`src/rtl/button_debounce_multi.sv`:
```
`default_nettype none
// ============================================================================
// Module   : button_debounce_multi
// Purpose  : Multi-channel push-button conditioner. Each raw input passes
//            through a flop synchroniser and a stable-count debounce filter.
//            Every debounced edge produces a one-cycle press/release strobe.
//            Enabled edges set sticky pending bits that are cleared by
//            writing 1. All pending bits are OR-ed onto a single irq line.
// Ports    : clk           - system clock
//            rstn          - asynchronous active-low reset
//            button        - raw asynchronous inputs, one per channel
//            rise_en       - per channel: a press sets pending
//            fall_en       - per channel: a release sets pending
//            intr_clr      - write-1-to-clear for intr_pending
//            level         - debounced pressed state (1 = pressed)
//            press_pulse   - one-cycle strobe on each debounced 0->1
//            release_pulse - one-cycle strobe on each debounced 1->0
//            intr_pending  - sticky pending flags
//            irq           - OR of all pending flags
// Revision : 1.0 - initial release
// ============================================================================
module button_debounce_multi #(
    parameter int             NCH           = 4,
    parameter int             STABLE_CYCLES = 32,
    parameter int             SYNC_STAGES   = 2,
    parameter logic [NCH-1:0] INVERT        = {NCH{1'b0}}
) (
    input  logic           clk,
    input  logic           rstn,
    input  logic [NCH-1:0] button,
    input  logic [NCH-1:0] rise_en,
    input  logic [NCH-1:0] fall_en,
    input  logic [NCH-1:0] intr_clr,
    output logic [NCH-1:0] level,
    output logic [NCH-1:0] press_pulse,
    output logic [NCH-1:0] release_pulse,
    output logic [NCH-1:0] intr_pending,
    output logic           irq
);

    localparam int                 c_CNT_W    = $clog2(STABLE_CYCLES + 1);
    localparam logic [c_CNT_W-1:0] c_CNT_LAST = c_CNT_W'(STABLE_CYCLES - 1);
    localparam logic [c_CNT_W-1:0] c_CNT_ONE  = c_CNT_W'(1);

    logic [NCH-1:0] w_sample;    // synchronised input, polarity-corrected
    logic [NCH-1:0] w_qualify;   // level toggles on this edge
    logic [NCH-1:0] r_level;
    logic [NCH-1:0] r_press;
    logic [NCH-1:0] r_release;
    logic [NCH-1:0] r_pending;

    genvar gi;
    generate
        for (gi = 0; gi < NCH; gi++) begin : g_chan
            logic [SYNC_STAGES-1:0] r_sync;
            logic [c_CNT_W-1:0]     r_cnt;
            logic                   w_differs;

            // Synchroniser resets to the inactive raw value so that leaving
            // reset with an idle button never looks like an edge.
            always_ff @(posedge clk or negedge rstn) begin
                if (!rstn) begin
                    r_sync <= {SYNC_STAGES{INVERT[gi]}};
                end else begin
                    r_sync <= {r_sync[SYNC_STAGES-2:0], button[gi]};
                end
            end

            assign w_sample[gi]  = r_sync[SYNC_STAGES-1] ^ INVERT[gi];
            assign w_differs     = w_sample[gi] != r_level[gi];
            assign w_qualify[gi] = w_differs && (r_cnt == c_CNT_LAST);

            // Counts consecutive samples that disagree with the debounced
            // level; any agreeing sample (a bounce back) restarts the filter.
            always_ff @(posedge clk or negedge rstn) begin
                if (!rstn) begin
                    r_cnt <= '0;
                end else if (!w_differs || w_qualify[gi]) begin
                    r_cnt <= '0;
                end else begin
                    r_cnt <= r_cnt + c_CNT_ONE;
                end
            end
        end
    endgenerate

    // Strobes are registered on the same edge as the level change, so a
    // qualifying channel flips its level and raises exactly one strobe.
    // Pending is fed from the registered strobes and therefore sets one
    // cycle later; a set on the same edge as a clear wins.
    always_ff @(posedge clk or negedge rstn) begin
        if (!rstn) begin
            r_level   <= '0;
            r_press   <= '0;
            r_release <= '0;
            r_pending <= '0;
        end else begin
            r_level   <= r_level ^ w_qualify;
            r_press   <= w_qualify & w_sample;
            r_release <= w_qualify & ~w_sample;
            r_pending <= (r_pending & ~intr_clr)
                       | (r_press & rise_en)
                       | (r_release & fall_en);
        end
    end

    assign level         = r_level;
    assign press_pulse   = r_press;
    assign release_pulse = r_release;
    assign intr_pending  = r_pending;
    // Driven only from flops, so the OR cannot glitch on input activity.
    assign irq           = |r_pending;

endmodule
`default_nettype wire

```
`config.mk`:
```
export PLATFORM = sky130hd
export DESIGN_NAME = button_debounce_multi
export DESIGN_NICKNAME = d
export VERILOG_FILES = /design/src/rtl/button_debounce_multi.sv
export SDC_FILE = /design/constraint.sdc
export NUM_CORES = 1
export LEC_CHECK = 0
export ABC_AREA = 1
export BUFFER_PORTS_ARGS = -buffer_cell sky130_fd_sc_hd__clkbuf_2
export CAP_MARGIN = 10
export CORE_MARGIN = 1.5
export CORE_UTILIZATION = 40
export CTS_CLUSTER_SIZE = 14
export DETAILED_ROUTE_END_ITERATION = 6
export PLACE_DENSITY = 0.69
export SLEW_MARGIN = 5
export SYNTH_ARGS = -nofsm -noshare
export SYNTH_HDL_FRONTEND = slang
export SYNTH_SLANG_ARGS = --single-unit
export TNS_END_PERCENT = 20
```
`constraint.sdc`:
```
create_clock -name clk -period 1.2 [get_ports clk]
set_clock_uncertainty 0.15 [all_clocks]
set_input_delay 0.06 -clock clk [delete_from_list [all_inputs] [get_ports clk]]
set_output_delay 0.06 -clock clk [all_outputs]
set_load 0.01 [all_outputs]
```
==> metrics.yaml <==
layout_common_cells: "48 x dfrtp_1, 38 x nand2_1, 34 x clkbuf_2, 31 x inv_1, 24 x nor2_1"
power_density_mw_per_mm2: 1120
antennaDiodeCount: 0
core.rowCount: 25
post_cts_buffers: 0
firstDrtPassIters: 4
finish.instance_area_mm2: 0.00278
period_needed_ns: 1.28
grt_pass1_wl_um: 6150
synth_seq_area_share: 0.596
dr_total_vias: 1579
critPathMaxFanout: 3
finalCritPeriodShare: 1.07
synth_area_mm2: 0.00201
cts_tree: "built"
netlist.area_leader.share: 0.596
hold_viol: 0
antenna_found_initial: 0
core_mm2: 0.00479
syn2layout_area_growth_pct: 37.8
ys_seq_elements: 48
cts_buffer_depth: 2
place_congestion: 0.739
status: "finished with violations"
ir_drop_mv: 0.727
worstSetupStartpointType: "flip-flop"
fin_nets: 309
root_buffer: "clkbuf_8"
worst_pin_slew_ns: 0.336
initial_core_util: 0.421
fillerInstances: 429
die_h_um: 74.0
required_ns: 1.28
crit_path_end_kind: "flip-flop"
routedWlPerCell_um: 10.3
synthCells: 210
viasPerCell: 4.45
grt_usage: 0.152
maxCapViolCount: 0
ys_top_cells_by_area: "dfrtp_1 60%, nand2_1 7.8%, inv_1 6.1%"
syn-mean-instance-area_um2: 9.59
numCtsBuffers: 5
drc: 0
failed_checks: "negative setup slack"
port_buffers: 34
dp_hpwl_um: 2570
drive_above_1_share: 0.316
tritoncts_num_sinks: 48
post-route-worst-setup-slack_ns: -0.0791
drv_slew: 0
grt_max_degree: 37
htreeDepth: 2
die_area_mm2: 0.00547
clkLatencyLatePin_ns: 0.30
drt_iter0_drc: 68
postPlaceCellArea_mm2: 0.00243
pin_count: 35
final_common_cell: "dfrtp_1"
setup_viol: 24
grt_pass1_vias: 1510
tns_ns: -0.718
grt_overflow_total: 0
max_slew_margin: 0.776
synth_top_area_cell: "dfrtp_1"
cts.clk_slew.worst_paths_ns: 0.09
critPathArrivalTime_ns: 1.36
critPathKind: "flip-flop to flip-flop"
timing.fmax_mhz: 782
die_w_um: 74.0
hp-class: "primary input to async pin"
syn_nets: 232
drt_wl_total_um: 3670
ant_nets: 0
ys_warn_count: 0
rsz0062_at_grt: "true"
synth_cell_types: 19
dp_slack_ns: -0.0876
p_leak_nw: 1.33
## layer usage
| metal | GRT usage | vias to the layer above | share of wire | wire length, um |
|---|---|---|---|---|
| met4 | 0.0741 | 0 | 0.022 | 82 |
| met1 | 0.169 | 741 | 0.41 | 1520 |
| met5 | 0 | - | 0 | 0 |
| li1 | - | 801 | - | - |
| met2 | 0.268 | 31 | 0.52 | 1930 |
| met3 | 0.0407 | 6 | 0.039 | 144 |
## final cells by class
class,instances,area (um^2),share of cell area
clock inverter,2,35.0,0.0126
multi-input combinational,129,763,0.275
clock buffer,6,72.6,0.0261
inverter,33,124,0.0446
tap,67,83.8,0.0302
sequential,48,1200,0.433
timing repair buffer,70,495,0.179
## where the power goes
part	switching [mW]	leakage (nW)	total, mW	internal [mW]
Sequential	0.0317	0.642	1.69	1.66
Clock	0.521	0.0552	1.14	0.618
Combinational	0.125	0.637	0.276	0.151
Total	0.678	1.33	3.11	2.43
## synth_stat cells
library cell,n
a21oi_1,4
dfrtp_1,48
ha_1,4
inv_1,33
nand2_1,42
nand2_2,6
nand3_1,10
nand3_2,2
nand4_1,3
nor2_1,30
nor2_2,2
nor2_4,2
nor3_2,2
o211ai_1,4
o21ai_0,2
o21ai_1,2
o21bai_1,4
xnor2_1,4
xor2_1,6
## stage by stage
step	instances	total power, mW	util	hold WS (ns)
after global routing	355	3.24	0.580	0.0569
after floorplan	210	1.81	-	-0.386
after global placement	330	1.94	0.508	-0.177
after CTS	355	3.14	0.573	0.0311
final	355	3.11	0.580	0.0291
after detailed placement	330	1.95	0.508	-0.170
## path summary, 6_finish.rpt
kind	from	end	slack, ns	cells after the start
worst max-delay path	g_chan[2].r_cnt[1]	g_chan[2].r_cnt[4]	-0.08	7
worst min-delay path	rstn	g_chan[3].r_cnt[1]	0.03	2
worst max register to register	g_chan[2].r_cnt[1]	g_chan[2].r_cnt[4]	-0.08	7
worst min register to register	g_chan[1].r_sync[0]	g_chan[1].r_sync[1]	0.20	0
max in group asynchronous	rstn	press_pulse[2]	0.39	3
min in group clk	g_chan[1].r_sync[0]	g_chan[1].r_sync[1]	0.20	0
## logic make-up (layout without fill, tap and decap cells)
kind of cell | count (synthesis) | after routing | share of synthesized area
AND/OR/NAND/NOR | 99 | 99 | 0.224
adder cells (fa/ha/maj) | 4 | 4 | 0.0248
AO/OA/AOI/OAI | 16 | 16 | 0.0497
XOR/XNOR | 10 | 10 | 0.0435
flip-flops | 48 | 48 | 0.596
buffers and inverters | 33 | 111 | 0.0615
## state kept, by name, indices dropped and copies added (netlist names), named ones only
signal and flops:
release_pulse 4, g_chan.r_sync 8, press_pulse 4, intr_pending 4, g_chan.r_cnt 24
## repair_timing
action / CTS / global route
endpoints found under the hold margin: 56 / 0
pin swaps: 11 / 4
hold buffers: 17 / 0
gates cloned: 0 / 0
endpoints found under the setup margin: 28 / 33
resized for setup: 10 / 9
## worst max-delay path: stages (launching register included)
cell,delay [ns]
dfrtp_1,0.39
ha_2,0.20
nand2_2,0.09
nor2_4,0.04
buf_4,0.13
nand2_1,0.05
nand2_1,0.05
a21oi_1,0.11
No activity file was read; power rests on OpenSTA's default activity.
